### config.mk
export PLATFORM = sky130hd
export DESIGN_NAME = fft_frame_arbiter
export DESIGN_NICKNAME = d
export VERILOG_FILES = /design/src/rtl/fft_pkg.sv /design/src/rtl/fft_tag_fifo.sv /design/src/rtl/fft_frame_arbiter.sv
export SDC_FILE = /design/constraint.sdc
export NUM_CORES = 1
export LEC_CHECK = 0
export CORE_AREA = 2 2 102 104
export DETAILED_ROUTE_END_ITERATION = 10
export DIE_AREA = 0 0 104 106
export GPL_ROUTABILITY_DRIVEN = 0
export PLACE_DENSITY = 0.68
export SETUP_SLACK_MARGIN = 0.4
export SYNTH_ARGS = -nofsm -noshare
export SYNTH_HDL_FRONTEND = slang
export SYNTH_SLANG_ARGS = --single-unit
export TNS_END_PERCENT = 10
### constraint.sdc
create_clock -name clk_i -period 2.58 [get_ports clk_i]
set_input_delay 0.645 -clock clk_i [delete_from_list [all_inputs] [get_ports clk_i]]
set_output_delay 0.645 -clock clk_i [all_outputs]
set_load 0.01 [all_outputs]
### src/rtl/fft_pkg.sv
// Shared constants and state encoding for the FFT frame arbiter.
// Imported by the arbiter top and its tag FIFO.
package fft_pkg;

    localparam int SAMPLE_W  = 50;
    localparam int FRAME_LEN = 8;
    localparam int TAG_DEPTH = 4;

    typedef enum logic {
        IDLE   = 1'b0,
        STREAM = 1'b1
    } state_t;

endpackage

### src/rtl/fft_tag_fifo.sv
// Tag FIFO: remembers which requester owns each frame inside the core.
// One bit wide, pointers wrap modulo DEPTH.
module fft_tag_fifo
    import fft_pkg::*;
#(
    parameter int DEPTH = fft_pkg::TAG_DEPTH,
    parameter int CW    = $clog2(DEPTH + 1)
) (
    input  logic          clk,
    input  logic          rst,
    input  logic          push,
    input  logic          pop,
    input  logic          din,
    output logic          dout,
    output logic          full,
    output logic          empty,
    output logic [CW-1:0] count
);

    localparam int PW = (DEPTH > 1) ? $clog2(DEPTH) : 1;

    logic [DEPTH-1:0] mem;
    logic [PW-1:0]    wr_ptr;
    logic [PW-1:0]    rd_ptr;
    logic             do_push;
    logic             do_pop;

    function automatic logic [PW-1:0] nxt(input logic [PW-1:0] p);
        return (p == PW'(DEPTH - 1)) ? '0 : p + 1'b1;
    endfunction

    assign full    = (count == CW'(DEPTH));
    assign empty   = (count == '0);
    assign do_push = push && !full;
    assign do_pop  = pop && !empty;
    assign dout    = mem[rd_ptr];

    always_ff @(posedge clk or posedge rst) begin
        if (rst) begin
            mem    <= '0;
            wr_ptr <= '0;
            rd_ptr <= '0;
            count  <= '0;
        end else begin
            if (do_push) begin
                mem[wr_ptr] <= din;
                wr_ptr      <= nxt(wr_ptr);
            end
            if (do_pop) begin
                rd_ptr <= nxt(rd_ptr);
            end
            unique case ({do_push, do_pop})
                2'b10:   count <= count + 1'b1;
                2'b01:   count <= count - 1'b1;
                default: count <= count;
            endcase
        end
    end

endmodule

### src/rtl/fft_frame_arbiter.sv
// Round-robin frame arbiter in front of a shared FFT core.
// Whole frames are granted atomically; results are routed back by tag.
module fft_frame_arbiter
    import fft_pkg::*;
#(
    parameter int FRAME_LEN = fft_pkg::FRAME_LEN,
    parameter int TAG_DEPTH = fft_pkg::TAG_DEPTH
) (
    input  logic                clk_i,
    input  logic                rst_i,
    input  logic [SAMPLE_W-1:0] req0_signal_i,
    input  logic                req0_valid_i,
    output logic                req0_ready_o,
    input  logic [SAMPLE_W-1:0] req1_signal_i,
    input  logic                req1_valid_i,
    output logic                req1_ready_o,
    output logic [SAMPLE_W-1:0] core_signal_o,
    output logic                core_valid_o,
    input  logic                core_ready_i,
    input  logic [SAMPLE_W-1:0] core_signal_i,
    input  logic                core_valid_i,
    output logic                core_ready_o,
    output logic [SAMPLE_W-1:0] res_signal_o,
    output logic                res_valid_o,
    output logic                res_id_o,
    input  logic                res_ready_i,
    output logic                busy_o
);

    localparam int CW = $clog2(FRAME_LEN + 1);
    localparam int TW = $clog2(TAG_DEPTH + 1);
    localparam logic [CW-1:0] LAST = CW'(FRAME_LEN - 1);

    state_t        state;
    state_t        state_nx;
    logic          pref;
    logic          owner;
    logic          grant;
    logic          grant_id;
    logic [CW-1:0] in_cnt;
    logic [CW-1:0] out_cnt;
    logic          streaming;
    logic          src_valid;
    logic          in_beat;
    logic          in_last;
    logic          out_beat;
    logic          tag_pop;
    logic          tag_full;
    logic          tag_empty;
    logic          tag_head;
    logic [TW-1:0] tag_count;

    assign streaming     = (state == STREAM);
    assign src_valid     = owner ? req1_valid_i : req0_valid_i;
    assign core_signal_o = owner ? req1_signal_i : req0_signal_i;
    assign core_valid_o  = streaming && src_valid;
    assign req0_ready_o  = streaming && !owner && core_ready_i;
    assign req1_ready_o  = streaming && owner && core_ready_i;

    assign in_beat = core_valid_o && core_ready_i;
    assign in_last = in_beat && (in_cnt == LAST);

    assign res_signal_o = core_signal_i;
    assign res_valid_o  = core_valid_i && !tag_empty;
    assign core_ready_o = res_ready_i && !tag_empty;
    assign res_id_o     = tag_head;

    assign out_beat = res_valid_o && res_ready_i;
    assign tag_pop  = out_beat && (out_cnt == LAST);

    assign busy_o = streaming || (tag_count != '0);

    always_comb begin
        state_nx = state;
        grant    = 1'b0;
        grant_id = pref;
        unique case (state)
            IDLE: begin
                if (!tag_full) begin
                    if (pref ? req1_valid_i : req0_valid_i) begin
                        grant    = 1'b1;
                        grant_id = pref;
                    end else if (pref ? req0_valid_i : req1_valid_i) begin
                        grant    = 1'b1;
                        grant_id = ~pref;
                    end
                end
                if (grant) begin
                    state_nx = STREAM;
                end
            end
            STREAM: begin
                if (in_last) begin
                    state_nx = IDLE;
                end
            end
            default: state_nx = IDLE;
        endcase
    end

    always_ff @(posedge clk_i or posedge rst_i) begin
        if (rst_i) begin
            state   <= IDLE;
            pref    <= 1'b0;
            owner   <= 1'b0;
            in_cnt  <= '0;
            out_cnt <= '0;
        end else begin
            state <= state_nx;
            if (grant) begin
                owner <= grant_id;
            end
            if (in_beat) begin
                in_cnt <= in_last ? '0 : in_cnt + 1'b1;
            end
            // Round robin favours whoever did not own the frame just finished.
            if (in_last) begin
                pref <= ~owner;
            end
            if (out_beat) begin
                out_cnt <= tag_pop ? '0 : out_cnt + 1'b1;
            end
        end
    end

    fft_tag_fifo #(
        .DEPTH (TAG_DEPTH),
        .CW    (TW)
    ) u_tags (
        .clk   (clk_i),
        .rst   (rst_i),
        .push  (grant),
        .pop   (tag_pop),
        .din   (grant_id),
        .dout  (tag_head),
        .full  (tag_full),
        .empty (tag_empty),
        .count (tag_count)
    );

endmodule

# Word-level counts from Yosys, hierarchy flattened
# Cells that the tools add are included.
# word_totals
wordCells,75
regBits,22
output_inout_bits,107
input_bits,157
# classes
eq_ne,7
n_mux,26
n_reduce_logical,21
magnitude_cmp,3
n_addsub,6
n_bitwise,3
# ops
op,n
2-to-1 mux 50 bit,1
2-to-1 mux 1 bit,16
logical AND 1 bit,14
adder 4 x 1 -> 4 bit (second input constant),2
== test 4 x 3 -> 1 bit (second input constant),2
2-to-1 mux 4 bit,2
== test 2 bit (second input constant),3
< comparator 2 x 3 -> 1 bit (second input constant),2
one-hot mux 3 bit (2 select lines),1
adder 2 x 1 -> 2 bit (second input constant),2
bitwise mux 4 bit,1
2-to-1 mux 2 bit,2
adder 3 x 1 -> 3 bit (second input constant),1
== test 3 bit (second input constant),1
zero test 1 bit,3
zero test 3 bit,1
NOT 1 bit,3
nonzero test 3 bit,1
subtractor 3 x 1 -> 3 bit (second input constant),1
binary-select mux 1 bit (select 2 bit),1
demux 1 bit (select 2 bit),1
== test 2 x 1 -> 1 bit (second input constant),1
greater-or-equal comparator 2 x 1 -> 1 bit (second input constant),1
one-hot mux 1 bit (2 select lines),1
other kinds (2),2

# Logic depth before layout (Yosys ltp)
# Gate-level depths: netlist of the first run.
# logic_depth
word_depth,9
ltp_mapped,10
depth_no_buf,9

# Hierarchy
# A second synthesis of the first run with hierarchy kept.
# unflattened
hier_cells,227
area_unflattened_um2,2229.6
# modules_own_cells
mod,area_per_inst_um2,instances,seq_area_each_um2,cells_per_inst
fft_frame_arbiter,1592.8,1,275.3,169
fft_tag_fifo,636.9,1,275.3,58

# Worst setup path after synthesis of the first run
# Ideal clock, no wire load.
# synth_timing
path_type,input to register
startpoint,input req1_valid_i
endpoint,register u_tags.count[2]
path_stages,10
setup_ns,0.079
t_arrival_ns,2.038
n_path_buf,1
slack_ns,0.462
required_time_ns,2.501
path_cell_list,buf_2 -> nor2_1 -> nor3_2 -> inv_1 -> ha_1 -> inv_1 -> fa_1 -> xor2_1 -> nor2_1 -> xor2_1
# synth_via
elab_chain_len,9
word_cells_on_any_way,12
cone_classes,2 x eq/ne; 8 x mux; 2 x reduce/logical
# synth_rtl
element,line_no,text
from (decl),fft_frame_arbiter.sv:15,"input logic req1_valid_i,"
2-to-1 mux 1 bit (2 in series),fft_frame_arbiter.sv:83,end else if (pref ? req0_valid_i : req1_valid_i) begin
2-to-1 mux 1 bit *,fft_frame_arbiter.sv:80,if (pref ? req1_valid_i : req0_valid_i) begin
2-to-1 mux 1 bit *,fft_frame_arbiter.sv:79,if (!tag_full) begin
2-to-1 mux 1 bit * (2 in series),fft_frame_arbiter.sv:77,unique case (state)
logical AND 1 bit *,fft_tag_fifo.sv:34,assign do_push = push && !full;
== test 2 x 1 -> 1 bit / == test 2 bit (equally long branches),fft_tag_fifo.sv:52,"unique case ({do_push, do_pop})"
one-hot mux 3 bit (2 select lines) / nonzero test 2 bit (equally long branches),--,
to (signal assigned),fft_tag_fifo.sv:53,2'b10: count <= count + 1'b1;
to (signal assigned),fft_tag_fifo.sv:54,2'b01: count <= count - 1'b1;
to (signal assigned),fft_tag_fifo.sv:55,default: count <= count;
to (decl),fft_tag_fifo.sv:17,output logic [CW-1:0] count
# Mark *: on every way between the ends. The rest lies on a longest branch, timed or not. The select of a mux whose other input is x is not followed.
# A chain may end at the register's enable or synchronous reset.

# Worst setup path in the final report of the first run
# layout_timing
startpoint,input req0_signal_i[46]
endpoint,output core_signal_o[46]
# layout_via
elab_chain_len,1
# layout_rtl
element,line_no,text
from (decl),fft_frame_arbiter.sv:11,"input logic [SAMPLE_W-1:0] req0_signal_i,"
2-to-1 mux 50 bit,fft_frame_arbiter.sv:55,assign core_signal_o = owner ? req1_signal_i : req0_signal_i;
to (decl),fft_frame_arbiter.sv:17,"output logic [SAMPLE_W-1:0] core_signal_o,"
# Every way passes these cells.

==> impl_summary.txt, run 1 <==
----------------------------------------------------
[Synth]
  Most common flop cell mapped by yosys ... sky130_fd_sc_hd__dfrtp_1
  Mapped Nets ... 392
  Count of different cell masters after synthesis ... 40
  Post-Syn Instances ... 226
  Mean instance size in the synthesized netlist ... 10.0 µm²
  Fraction of synthesized area in multiplexers ... 30.7%
  Xor and xnor area share after synthesis ... 1.93%
  Synth Register Bits ... 22
  Dominant combinational cell family by area after synthesis ... multiplexers
  Netlist area before placement ... 2270 µm²
  Register area share after synthesis ... 24.3%
  Cell type with the largest total area after synthesis ... sky130_fd_sc_hd__mux2_2
  Adder-Cell Fraction of Synth Area ... 5.30%
  Number of enable-type register cells in the synthesized netlist ... 0
  Portion of synthesized cell area occupied by the leading cell type ... 26.8%
  Complex-gate fraction of the synthesized area ... 6.46%
  Count of yosys warnings during synthesis ... 0
  Most area-consuming cells after synthesis ... sky130_fd_sc_hd__mux2_2, sky130_fd_sc_hd__dfrtp_1, sky130_fd_sc_hd__buf_4, sky130_fd_sc_hd__ha_1, sky130_fd_sc_hd__nand2_1
  Async S/R FF share, synth ... 100%
  Simple-gate area share of the yosys netlist ... 11.0%

[Worst setup path]
  Critical path start-end classification ... in2out
  Startpoint of the worst-slack reg-to-reg timing path ... u_tags.count[0]
  Reg-to-reg critical path endpoint ... u_tags.count[2]
  Logic depth of the worst register-to-register path ... 9
  Data required time of the critical path ... 1.93 ns
  Arrival time of the worst setup path ... 1.64 ns
  Endpoint of the most critical setup path ... core_signal_o[46]
  Reg2reg setup slack ... 0.55 ns
  Launch point of the worst path ... req0_signal_i[46]
  Worst-path fanout max ... 1
  Kind of end point of the critical path ... primary output
  Nature of the critical path startpoint ... input port

[Drt]
  Number of remaining DRC errors ... 0
  Starting DRT DRC Count ... 50
  Vias per cell ... 4.39
  Via Count ... 2168
  Drt wl/cell ... 19.9 µm
  DRT antenna net count ... 0
  Total length of routed wires ... 9840 µm
  Pre-Repair DR Iteration Count ... 4

[Placement]
  Sum of net half-perimeters after detailed placement ... 7990 µm
  Pre-CTS setup slack ... -0.0992 ns
  PortBufs ... 163

[Clock tree]
  Buffer cell driving the clock tree root ... sky130_fd_sc_hd__clkbuf_8
  CTS max path bufs ... 2
  H-Tree Depth ... 1
  Number of clock buffers inserted by TritonCTS ... 3
  Clock insertion delay at the later pin of the skew report ... 0.26 ns
  Number of sinks handled by clock tree synthesis ... 22
  Clock slew at the register clock pins of the worst setup and hold paths ... 0.07 ns
  Clock tree from TritonCTS ... built
  Hold-fix buffers at CTS ... 0

[Power]
  Fraction of power consumed by combinational cells ... 70.6%
  Clock share of power ... 6.9%
  Cell-internal power ... 1.90 mW
  Total chip power ... 3.13 mW
  Worst voltage drop across the vdd grid ... 474 µV
  Seq pwr share ... 22.6%
  Leakage dissipation ... 1.67 nW
  Net switching share of the total power ... 39.4%
  Power density over the cells ... 799 nW/µm²
  Net switching component of the power ... 1.23 mW

[Global routing]
  Initial antenna violation count ... 0
  Global-route total usage across every layer ... 17.1%
  Maximum number of pins on one net before global-route repair ... 15
  Grt total ovfl ... 0
  Global-route wire length before repair ... 14100 µm
  Number of global-route vias before repair ... 2214

[Timing]
  Final Hold Slack ... 0.502 ns
  Max Freq ... 438 MHz
  Slew Viols, Final ... 0
  Endpoints failing hold ... 0
  Ratio of final minimum period to clock period ... 88.5%
  Final worst setup slack ... 0.295 ns
  Headroom to the max-slew limit ... 67.2%
  Fin crit period ... 2.28 ns
  RSZ-0062 raised after global routing ... true
  Worst Skew ... 0.00481 ns
  Worst Tran Pin Value ... 0.488 ns
  Number of setup violations in the final report ... 0

[Layout]
  Fraction of final layout cells sized beyond drive strength 1 ... 30.4%
  Most common cell after layout, fill and taps aside ... sky130_fd_sc_hd__clkdlybuf4s50_1
  Highest-count cells in the layout ignoring fill and taps ... sky130_fd_sc_hd__clkdlybuf4s50_1, sky130_fd_sc_hd__mux2_2, sky130_fd_sc_hd__dlygate4sd2_1
  Area added between synthesis and finish ... 72.8%
  Antenna fix cells ... 0
  # nets final ... 525

[Die]
  Placement row count ... 37
  Core region area ... 10000 µm²
  Die Span X ... 104 µm
  Total I/O pin count ... 264
  Die Footprint ... 11000 µm²
  Overall die height ... 106 µm
  Initial Util ... 22.7%

[Outcome]
  Run status ... finished, final reports clean

[Worst hold path]
  Classification of the worst-slack hold path ... reg2reg

[Flow run]
  Count of max-cap constraint violations ... 0

----------------------------------------------------
==> cells in the mapped netlist, types with 2 or more instances <==
cell type	count
sky130_fd_sc_hd__xnor2_1	2
sky130_fd_sc_hd__xor2_1	3
sky130_fd_sc_hd__nor2_1	9
sky130_fd_sc_hd__dfrtp_1	22
sky130_fd_sc_hd__nor3_2	2
sky130_fd_sc_hd__nor2b_1	2
sky130_fd_sc_hd__nand3_1	2
sky130_fd_sc_hd__o21ai_0	3
sky130_fd_sc_hd__buf_4	51
sky130_fd_sc_hd__mux2i_1	2
sky130_fd_sc_hd__o22a_1	3
sky130_fd_sc_hd__buf_2	7
sky130_fd_sc_hd__mux2_2	54
sky130_fd_sc_hd__mux2_1	2
sky130_fd_sc_hd__nand2_1	15
sky130_fd_sc_hd__nor3_1	5
sky130_fd_sc_hd__nor3b_1	3
sky130_fd_sc_hd__ha_1	8
sky130_fd_sc_hd__inv_1	10
==> worst min-delay path by stage <==
stage / endpoint / from / cells past startpoint
CTS: in_cnt[2] / in_cnt[2] / 1
floorplan: in_cnt[2] / in_cnt[2] / 1
global route: out_cnt[2] / out_cnt[2] / 1
finish: in_cnt[2] / in_cnt[2] / 1
global placement: out_cnt[1] / out_cnt[1] / 2
detailed placement: in_cnt[2] / in_cnt[2] / 1
==> power groups by stage <==
stage	clock, mW	combinational, mW	sequential (mW)
after detailed placement	0	2.05	0.703
after floorplan	0	1.23	0.619
after CTS	0.219	2.10	0.702
final	0.215	2.21	0.706
after global routing	0.240	2.39	0.735
after global placement	0	2.02	0.693
==> cells by family (layout without fill, tap and decap cells) <==
logic type	after synthesis	count (layout)
compound gates	16	16
xor+xnor	5	5
fa+ha+maj	9	9
buf+inv	69	201
flops	22	22
mux	60	60
simple gates	45	45
==> registers in the layout, indices dropped and copies added (netlist names) <==
name	flops
u_tags.count	3
u_tags.mem	4
u_tags.wr_ptr	2
u_tags.rd_ptr	2
state	1
in_cnt	4
owner	1
pref	1
out_cnt	4
==> critical path, stage by stage <==
cell and delay [ns]:
sky130_fd_sc_hd__clkdlybuf4s50_1 0.40, sky130_fd_sc_hd__mux2_4 0.29, sky130_fd_sc_hd__dlygate4sd2_1 0.30
==> routing by layer <==
layer | wire length [µm] | vias to the layer above | global-route usage (%)
met2 | 4590 | 151 | 27.4
met1 | 3780 | 1011 | 20.7
met4 | 64 | 2 | 2.03
met5 | 82 | - | 5.71
met3 | 1310 | 6 | 8.58
li1 | - | 998 | -
==> through the flow <==
| step | instances | setup TNS [ns] | instance area (µm²) | utilization [%] |
|---|---|---|---|---|
| after floorplan | 226 | 0 | 2270 | - |
| after global placement | 476 | -0.0341 | 3730 | 37.3 |
| after detailed placement | 476 | -0.130 | 3730 | 37.3 |
| after CTS | 487 | 0 | 3820 | 38.2 |
| after global routing | 494 | 0 | 3920 | 39.2 |
| final | 494 | 0 | 3920 | 39.2 |
==> final cells by class <==
class                      instances  area, µm²
inverter                          10       37.5
multi-input combinational        135       1290
sequential                        22        557
tap                              136        170
timing repair buffer             187       1820
fill                            1025       6080
clock buffer                       4       45.0
==> what timing repair did <==
action                                  CTS  global route
pin swaps                                 1             6
endpoints found under the setup margin   59            56
setup buffers                             4             6
gates cloned                              3             1
resized for setup                        73            36
Power figures use the tool's default switching activity.
==> run 2, diff against run 1 <==
--- a/config.mk
+++ b/config.mk
@@ -8,8 +8,9 @@
 export CORE_AREA = 2 2 102 104
 export DETAILED_ROUTE_END_ITERATION = 10
 export DIE_AREA = 0 0 104 106
+export DONT_BUFFER_PORTS = 1
 export GPL_ROUTABILITY_DRIVEN = 0
-export PLACE_DENSITY = 0.68
+export PLACE_DENSITY = 0.34
 export SETUP_SLACK_MARGIN = 0.4
 export SYNTH_ARGS = -nofsm -noshare
 export SYNTH_HDL_FRONTEND = slang
==> run 2 against run 1 <==
  * Non-clock buffer count decreased by 182
  * Global-route usage shrank 3.4 points
  * Worst setup slack improved by 0.23 ns
  * Sequential share of layout area grew 12 points
  * Sequential cell count stayed put
  * Combinational power down 39%
  * Hold slack lost 0.24 ns
  * Wire length decreased by 18%
  * Clock power increased by 53%
  * Critical path depth rose by 5
  * Critical path type is now reg2reg
  * Largest cell class is now multi-input combinational cells
==> impl_summary.txt, run 2 (same netlist as run 1, synthesis figures left out) <==
----------------------------------------------------
[Outcome]
  Run status ... finished, final reports clean

[Worst setup path]
  Reg-to-reg critical path endpoint ... u_tags.count[2]
  Critical path start-end classification ... reg2reg
  Slowest CP cell ... sky130_fd_sc_hd__dfrtp_1
  Logic depth of the worst register-to-register path ... 8
  Worst-path fanout max ... 5
  Most used cell along the critical path ... sky130_fd_sc_hd__xor2_1
  Reg2reg setup slack ... 0.52 ns
  Data required time of the critical path ... 2.77 ns
  Arrival time of the worst setup path ... 2.25 ns
  Cell-by-cell trace of the critical path ... o311ai_4 > nor3_4 > ha_1 > inv_1 > fa_1 > xor2_1 > nor2_1 > xor2_1
  Startpoint of the worst-slack reg-to-reg timing path ... u_tags.count[2]
  Nature of the critical path startpoint ... flop
  Slowest cell delay on critical path ... 0.48 ns
  Kind of end point of the critical path ... flop

[Power]
  Leakage dissipation ... 0.825 nW
  Cell-internal power ... 1.35 mW
  Power density over the cells ... 1110 nW/µm²
  Net switching component of the power ... 1.02 mW
  Worst voltage drop across the vdd grid ... 314 µV
  Clock share of power ... 13.8%
  Seq pwr share ... 29.7%
  Fraction of power consumed by combinational cells ... 56.6%
  Total chip power ... 2.38 mW
  Net switching share of the total power ... 43.1%

[Layout]
  # nets final ... 343
  Footprint of the flip-flops and latches ... 554 µm²
  Fill cell total of the finished layout ... 1104
  Antenna fix cells ... 0
  Registers with the most flip-flops ... in_cnt: 4 flops, out_cnt: 4 flops, u_tags.mem: 4 flops
  Fraction of final layout cells sized beyond drive strength 1 ... 43.2%
  Area added between synthesis and finish ... -5.30%
  Most common cell after layout, fill and taps aside ... sky130_fd_sc_hd__mux2_2
  Highest-count cells in the layout ignoring fill and taps ... sky130_fd_sc_hd__mux2_2, sky130_fd_sc_hd__dfrtp_1, sky130_fd_sc_hd__nand2_1
  Total area of multi-input combinational cells ... 1260 µm²

[Global routing]
  Grt total ovfl ... 0
  Number of global-route vias before repair ... 1436
  Global-route wire length before repair ... 10600 µm
  Global-route total usage across every layer ... 13.6%
  Maximum number of pins on one net before global-route repair ... 46
  Initial antenna violation count ... 5

[Timing]
  RSZ-0062 raised after global routing ... true
  Fin crit period ... 2.06 ns
  Max Freq ... 486 MHz
  Slew Viols, Final ... 0
  Headroom to the max-slew limit ... 61.5%
  Number of setup violations in the final report ... 0
  Total Negative Setup Slacks ... 0 ns
  Worst Tran Pin Value ... 0.572 ns
  Worst Skew ... 0.00831 ns
  Final Hold Slack ... 0.259 ns
  Endpoints failing hold ... 0
  Ratio of final minimum period to clock period ... 79.7%

[Drt]
  Pre-Repair DR Iteration Count ... 4
  DRT antenna net count ... 0
  Total length of routed wires ... 8030 µm
  Vias per cell ... 4.67
  Number of remaining DRC errors ... 0
  Drt wl/cell ... 25.7 µm
  Starting DRT DRC Count ... 47
  Via Count ... 1456

[Clock tree]
  Number of clock buffers inserted by TritonCTS ... 3
  Clock tree from TritonCTS ... built
  Clock insertion delay at the later pin of the skew report ... 0.27 ns
  Clock slew at the register clock pins of the worst setup and hold paths ... 0.09 ns
  CTS max path bufs ... 2
  Number of sinks handled by clock tree synthesis ... 22
  H-Tree Depth ... 1
  Buffer cell driving the clock tree root ... sky130_fd_sc_hd__clkbuf_8

[Die]
  Overall die height ... 106 µm
  Initial Util ... 22.7%
  Core region area ... 10000 µm²
  Placement row count ... 37
  Total I/O pin count ... 264
  Die Footprint ... 11000 µm²
  Die Span X ... 104 µm

[Flow run]
  Count of max-cap constraint violations ... 0

[Worst hold path]
  Classification of the worst-slack hold path ... in2async

[Placement]
  Sum of net half-perimeters after detailed placement ... 6960 µm
  PortBufs ... 0

----------------------------------------------------
-- run 2: power by group through the flow --
stage	combinational (mW)	clock (mW)	sequential (mW)
after floorplan	1.23	0	0.619
after global routing	1.46	0.358	0.736
after detailed placement	1.29	0	0.736
after CTS	1.36	0.343	0.699
after global placement	1.30	0	0.737
final	1.34	0.328	0.705
-- run 2: worst max-delay path by stage --
stage          slack (ns)  cells after the start            start              end
6_report             0.52                      8  u_tags.count[2]  u_tags.count[2]
5_1_grt              0.37                      8  u_tags.count[2]  u_tags.count[2]
4_1_cts              0.39                      8  u_tags.count[0]  u_tags.count[2]
3_5_place_dp         0.34                      8     core_valid_i  u_tags.count[2]
3_3_place_gp         0.39                      8     core_valid_i  u_tags.count[2]
2_1_floorplan        0.46                     10     req1_valid_i  u_tags.count[2]
-- run 2: stage by stage --
stage | cell area (µm²) | std cells | util [%] | worst slack [ns]
final | 2150 | 312 | 21.5 | 0.523
after global routing | 2150 | 312 | 21.5 | 0.373
after CTS | 2140 | 312 | 21.4 | 0.395
after detailed placement | 2050 | 306 | 20.5 | 0.341
after global placement | 2050 | 306 | 20.5 | 0.388
after floorplan | 2270 | 226 | - | 0.462
-- run 2: cell type report --
class                           count  area share [%]
Clock buffer                        3            1.92
Clock inverter                      1            1.40
Inverter                           10            1.75
Multi-Input combinational cell    135            58.8
Sequential cell                    22            25.8
Tap cell                          136            7.93
Timing Repair Buffer                5            2.33
-- run 2: metal layers --
metal  share of wire, %  global-route usage, %  vias up
met4               0.24                   2.03        0
met1                 39                   16.1      673
met3                 18                   11.6        2
met2                 42                   18.9      148
li1                   -                      -      633
met5                  0                      0        -
-- run 2: what timing repair did --
| item | CTS | global route |
|---|---|---|
| endpoints found under the setup margin | 22 | 2 |
| gates resized for setup | 0 | 3 |
| buffers inserted | 2 | 0 |
| hold buffers | 0 | 0 |
-- run 2: critical path, delay by kind of cell (launching register included) --
kind / cells / cell delay [ns]
adder cells (fa/ha/maj): 2 / 0.59
flip-flops: 1 / 0.48
AND/OR/NAND/NOR: 2 / 0.37
XOR/XNOR: 2 / 0.32
AO/OA/AOI/OAI: 1 / 0.16
buffers and inverters: 1 / 0.06
